File: src/rtl/cs_link_pkg.sv
// cs_link_pkg: state encodings and beat-count helper shared by the cs_link slice.
package cs_link_pkg;
  localparam logic [3:0] MAIN_IDLE = 4'd0;
  localparam logic [3:0] MAIN_TYPE = 4'd1;
  localparam logic [3:0] CONF_BEGN = 4'd2;
  localparam logic [3:0] CONF_DONE = 4'd3;
  localparam logic [3:0] WORK_RDBG = 4'd4;
  localparam logic [3:0] WORK_RDGN = 4'd5;
  localparam logic [3:0] DTID_RDLO = 4'd6;
  localparam logic [3:0] DTID_RDHI = 4'd7;
  localparam logic [3:0] DTID_JUDG = 4'd8;
  localparam logic [3:0] DTID_DONE = 4'd9;
  localparam logic [3:0] DTID_MAKE = 4'd10;
  localparam logic [3:0] DTID_PLUS = 4'd11;
  localparam logic [3:0] DTID_WAIT = 4'd12;
  function automatic int nb_of(input int id_w, input int lane_w);
    return id_w / lane_w;
  endfunction
endpackage

File: src/rtl/cs_link_tmo.sv
// cs_link_tmo: per-state watchdog; counts cycles in the current state, the current one included.
module cs_link_tmo #(
  parameter int TMO_W = 8
) (
  input  logic sys_clk,
  input  logic rst_n,
  input  logic clear,
  input  logic enable,
  output logic expire
);
  logic [TMO_W-1:0] cnt_q, cnt_d;
  always_comb cnt_d = clear ? TMO_W'(1) : enable ? cnt_q + TMO_W'(1) : cnt_q;
  always_ff @(posedge sys_clk or negedge rst_n)
    if (!rst_n) cnt_q <= '0;
    else cnt_q <= cnt_d;
  assign expire = enable & (&cnt_q);
endmodule

File: src/rtl/cs_link.sv
// cs_link: ID link FSM, receiver (link master) or ID generator; CS_LINK_TMO_EN adds a watchdog.
module cs_link
  import cs_link_pkg::*;
#(
  parameter int LANE_W    = 2,
  parameter int ID_W      = 4,
  parameter int MAX_RETRY = 3,
  parameter int TMO_W     = 8
) (
  input  logic              sys_clk,
  input  logic              rst_n,
  input  logic              dev_grp,
  input  logic              fd_adc_conf,
  input  logic              adc_rxc,
  input  logic [1:0]        com_ctl_i,
  output logic [1:0]        com_ctl_o,
  output logic [1:0]        com_ctl_oe,
  input  logic [LANE_W-1:0] com_dat_i,
  output logic              fs_adc,
  output logic [ID_W-1:0]   dat_id,
  output logic              id_vld,
  output logic              id_err
);
  localparam int NB = nb_of(ID_W, LANE_W);
  localparam int IW = $clog2(2 * NB + 1);
  localparam int RW = $clog2(MAX_RETRY + 2);
  localparam logic [IW-1:0] LAST = IW'(2 * NB - 1);
  logic [3:0]      state_q, state_d;
  logic [ID_W-1:0] dat_id_q, dat_id_d, data_q, data_d, check_q, check_d;
  logic [IW-1:0]   idx_q, idx_d;
  logic [RW-1:0]   retry_q, retry_d;
  logic            mode_q, mode_d, id_vld_q, id_err_q, id_err_d, tmo_exp;
  always_comb begin
    state_d  = state_q;
    dat_id_d = dat_id_q;
    data_d   = data_q;
    check_d  = check_q;
    idx_d    = idx_q;
    retry_d  = retry_q;
    mode_d   = mode_q;
    id_err_d = 1'b0;
    case (state_q)
      MAIN_IDLE: if (fd_adc_conf) state_d = MAIN_TYPE;
      MAIN_TYPE: begin
        mode_d  = dev_grp;
        state_d = dev_grp ? CONF_BEGN : DTID_MAKE;
      end
      CONF_BEGN: if (&com_dat_i) state_d = CONF_DONE;
      CONF_DONE: if (~|com_dat_i) state_d = WORK_RDBG;
      WORK_RDBG: if (com_ctl_i[1]) state_d = WORK_RDGN;
      WORK_RDGN: if (!com_ctl_i[1]) begin
        state_d = DTID_RDLO;
        idx_d   = '0;
        retry_d = '0;
      end
      // shifting beats in from the LSB end leaves beat 0 in the MSBs after NB beats
      DTID_RDLO: if (com_ctl_i[0]) begin
        state_d = DTID_RDHI;
        if (idx_q < IW'(NB)) data_d = (data_q << LANE_W) | ID_W'(com_dat_i);
        else check_d = (check_q << LANE_W) | ID_W'(com_dat_i);
      end
      DTID_RDHI: if (!com_ctl_i[0]) begin
        idx_d   = idx_q + 1'b1;
        state_d = (idx_q == LAST) ? DTID_JUDG : DTID_RDLO;
      end
      DTID_JUDG:
        if (data_q == check_q && |data_q) state_d = DTID_DONE;
        else if (retry_q < RW'(MAX_RETRY)) begin
          retry_d = retry_q + 1'b1;
          idx_d   = '0;
          state_d = DTID_RDLO;
        end else begin
          id_err_d = 1'b1;
          state_d  = WORK_RDBG;
        end
      DTID_DONE: begin
        dat_id_d = data_q;
        state_d  = WORK_RDBG;
      end
      DTID_MAKE: if (adc_rxc) state_d = DTID_PLUS;
      DTID_PLUS: begin
        dat_id_d = (&dat_id_q) ? ID_W'(1) : dat_id_q + ID_W'(1);
        state_d  = DTID_WAIT;
      end
      DTID_WAIT: if (!adc_rxc) state_d = DTID_MAKE;
      default:   state_d = MAIN_IDLE;
    endcase
    if (tmo_exp) begin
      id_err_d = 1'b1;
      state_d  = (state_q == CONF_BEGN || state_q == CONF_DONE) ? MAIN_IDLE : WORK_RDBG;
    end
  end
`ifdef CS_LINK_TMO_EN
  logic tmo_en;
  assign tmo_en = state_q == CONF_BEGN || state_q == CONF_DONE || state_q == WORK_RDGN ||
                  state_q == DTID_RDLO || state_q == DTID_RDHI;
  cs_link_tmo #(.TMO_W(TMO_W)) u_tmo (
    .sys_clk(sys_clk),
    .rst_n  (rst_n),
    .clear  (state_d != state_q),
    .enable (tmo_en),
    .expire (tmo_exp)
  );
`else
  assign tmo_exp = TMO_W < 1;
`endif
  always_ff @(posedge sys_clk or negedge rst_n)
    if (!rst_n) begin
      state_q  <= MAIN_IDLE;
      dat_id_q <= '0;
      data_q   <= '0;
      check_q  <= '0;
      idx_q    <= '0;
      retry_q  <= '0;
      mode_q   <= 1'b0;
      id_vld_q <= 1'b0;
      id_err_q <= 1'b0;
    end else begin
      state_q  <= state_d;
      dat_id_q <= dat_id_d;
      data_q   <= data_d;
      check_q  <= check_d;
      idx_q    <= idx_d;
      retry_q  <= retry_d;
      mode_q   <= mode_d;
      id_vld_q <= state_q == DTID_DONE;
      id_err_q <= id_err_d;
    end
  assign com_ctl_o  = {state_q == CONF_BEGN, state_q == CONF_DONE};
  assign com_ctl_oe = com_ctl_o;
  assign fs_adc     = mode_q ? state_q == WORK_RDGN : adc_rxc;
  assign dat_id     = dat_id_q;
  assign id_vld     = id_vld_q;
  assign id_err     = id_err_q;
endmodule
File: config.mk
export PLATFORM = sky130hd
export DESIGN_NAME = cs_link
export DESIGN_NICKNAME = d
export VERILOG_FILES = /design/src/rtl/cs_link_pkg.sv /design/src/rtl/cs_link_tmo.sv /design/src/rtl/cs_link.sv
export SDC_FILE = /design/constraint.sdc
export NUM_CORES = 1
export LEC_CHECK = 0
export CAP_MARGIN = 10
export CELL_PAD_IN_SITES_DETAIL_PLACEMENT = 0
export CELL_PAD_IN_SITES_GLOBAL_PLACEMENT = 2
export CORE_MARGIN = 2
export CORE_UTILIZATION = 31
export CTS_CLUSTER_DIAMETER = 50
export DETAILED_ROUTE_END_ITERATION = 6
export PLACE_DENSITY_LB_ADDON = 0.1
export SLEW_MARGIN = 40
export SYNTH_ARGS = -nofsm -noshare
export SYNTH_HDL_FRONTEND = slang
export SYNTH_SLANG_ARGS = --single-unit
File: constraint.sdc
create_clock -name sys_clk -period 1.73 [get_ports sys_clk]
set_input_delay 0.346 -clock sys_clk [delete_from_list [all_inputs] [get_ports sys_clk]]
set_output_delay 0.346 -clock sys_clk [all_outputs]
set_load 0.02 [all_outputs]
== After elaboration in Yosys (flattened, before gate mapping) ==
Index checks and enable logic that the tools add are counted.
Word-level totals
  register bits after elaboration: 25
  memory bits (writable): 0
  input bits: 9
  logic and storage cells: 84
  latch bits: 0
  memory bits (read-only): 0
  output and inout port bits: 11
  memories kept: 0
Cells by class
  equality and inequality tests: 25
  bitwise operators: 3
  multipliers: 0
  shifts and indexed selects: 0
  reduce and logical (&&, ||, !) cells: 14
  divide/modulo/power cells: 0
  mux-type cells: 28
  order comparisons: 2
  $add $sub $neg: 3
Operators by type and width (count)
  two-way mux 4 bit: 13
  one-hot mux 4 bit (13 select lines): 1
  == test 4 bit, second input constant: 5
  != test 2 bit, second input constant: 10
  two-way mux 3 bit: 6
  == test 4 x 3 -> 1 bit, second input constant: 4
  one-hot mux 3 bit (3 select lines): 1
  AND reduction 9 bit: 1
  == test 4 x 2 -> 1 bit, second input constant: 2
  OR 4 x 2 -> 4 bit: 2
  one-hot mux 4 bit (2 select lines): 1
  AND reduction 4 bit: 2
  adder 3 x 1 -> 3 bit, second input constant: 2
  less-than comparator 3 x 2 -> 1 bit, second input constant: 2
  one-hot mux 3 bit (2 select lines): 1
  AND reduction 3 bit: 2
  AND reduction 5 bit: 1
  adder 4 x 1 -> 4 bit, second input constant: 1
  == test 4 x 1 -> 1 bit, second input constant: 1
  == test 4 bit: 1
  logical NOT 4 bit: 1
  two-way mux 1 bit: 4
  nonzero test 2 bit: 2
  OR reduction 4 bit: 1
  other kinds (8): 8

== Depth between registers and ports, before layout ==
Gate-level depths: netlist of run 1.
  word-level depth: 4
  gate-level depth with buffers: 6
  gate-level depth less buffers: 6

== Worst setup path after synthesis of run 1 ==
OpenSTA, ideal clock, no wires.
  kind: register to output
  start point: register state_q[1]
  end point: output port com_ctl_oe[0]
  stages on the path, launching flop included: 5
  required time: 1.384 ns
  path buffers: 3
  slack: 0.025 ns
  data arrival time: 1.359 ns
  path through: dfrtp_1 > buf_4 > buf_1 > and3_1 > buf_4
Between the ends
  cells in the longest elaborated chain, start to end: 1
RTL lines
  start, declared: RTL line cs_link.sv:28  | logic [3:0] state_q, state_d;
  start signal, assigned: RTL line cs_link.sv:119  | state_q <= state_d;
  == test 4 x 2 -> 1 bit: RTL line cs_link.sv:129  | assign com_ctl_o = {state_q == CONF_BEGN, state_q == CONF_DONE};
  end, declared: RTL line cs_link.sv:17  | output logic [1:0] com_ctl_oe,
No other way between the ends.

== Worst setup path in the final report of run 1 ==
  start point: register state_q[3]
  end point: register state_q[0]
Between the ends
  cells in the longest elaborated chain, start to end: 3
  elaborated cells on any way between the ends: 24
  classes of those cells: eq/ne: 21; mux: 1; reduce/logical: 2
RTL lines
  == test 4 x 2 -> 1 bit (tied with other cells): RTL line cs_link.sv:42  | case (state_q)
  != test 2 x 1 -> 1 bit (no line) / != test 2 bit (equally long branches)
  AND reduction 9 bit (no line)
Several ways; a longest one is shown, not always the timed one.
A chain may end at the register's enable or synchronous reset.

==> results of run 1 <==
## path summary, 6_finish.rpt
kind | end | start | depth (start not counted) | slack [ps]
min in group sys_clk | retry_q[0] | retry_q[0] | 1 | 530
max reg2reg | state_q[0] | state_q[3] | 6 | -30
min reg2reg | retry_q[0] | retry_q[0] | 1 | 530
max | state_q[0] | state_q[3] | 6 | -30
max in group asynchronous | data_q[2] | rst_n | 2 | 1020
min | mode_q | rst_n | 2 | 430
## kinds of logic after synthesis
kind of cell / after synthesis / synth area share
mux: 16 / 0.111
flops: 25 / 0.390
buf+inv: 16 / 0.0561
xor+xnor: 3 / 0.0164
simple gates: 57 / 0.203
compound gates: 42 / 0.193
fa+ha+maj: 4 / 0.0312
## power breakdown
group | internal, mW | switching, mW
clock network | 0.162 | 0.210
registers | 0.817 | 0.271
logic | 1.25 | 1.15
## routing by layer
layer	GRT usage	vias up	routed length, microns
met5	0	-	0
met4	0.0436	0	48
met3	0.0190	5	102
met2	0.263	22	2100
met1	0.200	706	1870
li1	-	709	-
## what timing repair did
action,4_1_cts,5_1_grt
endpoints found under the setup margin,18,23
gates resized for setup,23,20
setup buffers,5,2
pin swaps,5,3
## critical path, delay by kind of cell (launching register included)
| family | cells | cell delay, ps |
|---|---|---|
| AND/OR/NAND/NOR | 2 | 420 |
| buffers and inverters | 1 | 140 |
| AO/OA/AOI/OAI | 2 | 320 |
| multiplexers | 1 | 360 |
| flip-flops | 1 | 420 |
## through the flow
step	setup slack (ps)	instances	setup TNS (ps)	utilization
after floorplan	25.4	163	0	-
after global placement	-234	278	-2160	0.413
after detailed placement	-305	278	-2620	0.413
after CTS	-47.9	287	-118	0.433
after global routing	-102	289	-757	0.442
final	-29.7	289	-55.5	0.442
## placed cells by master (no fill, tap or decap), drive strengths merged, types with 2 or more instances in the layout
cell,synthesis,layout
and2b,2,2
dlymetal6s2s,0,3
a211oi,2,2
clkdlybuf4s50,0,11
a22o,2,2
and2,2,2
mux2,14,14
inv,7,7
dfrtp,25,25
buf,9,46
xor2,3,3
a311oi,3,3
o21ai,9,9
a21oi,8,8
nor2,14,14
nand3,2,2
a31oi,3,3
ha,4,4
clkbuf,0,4
o31ai,3,3
mux2i,2,2
nand2,16,16
nand2b,5,5
a221oi,2,2
o22ai,4,4
nor3,8,8
## layout make-up
type                    instances  area [sq um]
clock buffers                   3          41.3
clock inverters                 1          5.00
fillers                       506          2810
inverters                       7          26.3
multi-input cells             122           932
flip-flops and latches         25           632
well taps                      70          87.6
repair buffers                 61           504
## registers in the layout, summed over array words and instances (netlist names)
signal,cells
id_err,1
id_vld,1
dat_id,4
data_q,4
idx_q,3
retry_q,3
mode_q,1
state_q,4
check_q,4
==> results.cfg, run 1 <==
[layout]
syn2layout_area_growth_pct = 38.8
layout-drive-gt1-share = 0.406
num_antenna_cells = 0
nets = 233
stdcell_area_sq_um = 2230

[clock_network]
cts_hold_buf = 0
cts-root-to-sink-buffers = 2
clock_insertion_delay_worst_skew_ps = 280
cts_tree = built
clock_sink_count = 25
root_buffer = clkbuf_8
clk_pin_slew_ps = 100
cts_buffers = 3
htreeDepth = 1

[synthesis]
synth-seq-area-share = 0.390
synth_seq_cells = 25
yosys-top-cells-count = dfrtp_1, nand2_1, nor2_1
synth_enable_flop_cells = 0
synth_instances = 163
synth-async-reset-ratio = 1.00
yosys.cell_types.count = 48
yosysWarningCount = 0
yosys.area.top_type_share = 0.390
mappedNetlistArea_sq_um = 1610
synth_top_cells_by_area = dfrtp_1, mux2_2, nand2_1
synth.most_common_cell = dfrtp_1
synth_ff_type = dfrtp_1
mappedNetlistNets = 176
synth_top_cell_by_area = dfrtp_1
synthesized_area_per_cell_sq_um = 9.85

[sta]
timing.final.hold_violations = 0
fmax_mhz = 568
fraction_of_the_cycle_the_final_worst_path_needs = 1.02
finalMaxSlewViolations = 0
timing_worst_slew_pin_value_ps = 374
finClkSkew_ps = 4.48
max-slew-margin-rel = 0.751
fin_crit_ps = 1760
setup_ws_ps = -29.7
fin_worst_hold_slack_ps = 429
setup_violations = 2
unrepaired_setup_endpoints_after_global_routing = true

[critical_path]
worst_setup_path_end_kind = register
critical_path_arrival_ps = 1930
critical-path-slowest-cell = dfrtp_1
cp.required_ps = 1900
critPathKind = register to register
worstSetupStartpointType = register
critical-path-max-stage-delay_ps = 420
critPathMaxFanout = 4
critical_path.cell_chain = buf_6 > and2_1 > a32oi_1 > o31ai_2 > nor3_2 > mux2_1

[die]
floorplan.io_pins = 20
dieArea_sq_um = 5770
floorplan.initialDensity = 0.318
die_h_microns = 76.0
die_w_microns = 76.0
rows = 26
core_sq_um = 5040

[status]
status = finished, violations left
failing_checks = negative setup slack

[global_route]
antenna_found_initial = 0
grt_pass1_vias = 1522
grt_overflow_total = 0
globalRouteTotalUtil = 0.152
grt_first_pass_wirelength_mm = 7.22
largest_net_degree_at_the_start_of_global_routing = 26

[routing]
route.detailed.wl_per_inst_microns = 14.3
route.detailed.drc = 0
detail_route.wirelength_mm = 4.12
detail_route.iter0.violations = 71
detail-route-antenna-nets = 0
number_of_vias_per_cell = 4.99
dr_total_vias = 1442
drt_first_pass_iters = 4

[pwr]
worst_vdd_rail_ir_drop_mv = 0.572
finalPower_mw = 3.85
static_leakage_nw = 1.02
power_density_nw_per_um2 = 1730

[place]
placedInstanceArea_sq_um = 2080
hpwl_mm = 3.08
port_buffers = 19
gp_congestion = 0.787

[job]
drv_cap = 0

[hold_path]
hold_path_class = input port to async pin
Note: power is estimated with default switching activity, not from simulation.
==> inputs of run 2 (changes only) <==
Settings changed: SLEW_MARGIN 40 to not set.
==> results of run 2 <==
Same layout as run 1: the final DEF is identical, and so are final timing and power.
==> inputs of run 3 (changes only) <==
Settings changed: ABC_AREA set to 0, SYNTH_HIERARCHICAL set to 1.
==> results of run 3 <==
Same layout as run 1: the final DEF is identical, and so are final timing and power.
Main changes from that run: Yosys warning count 0 -> 6
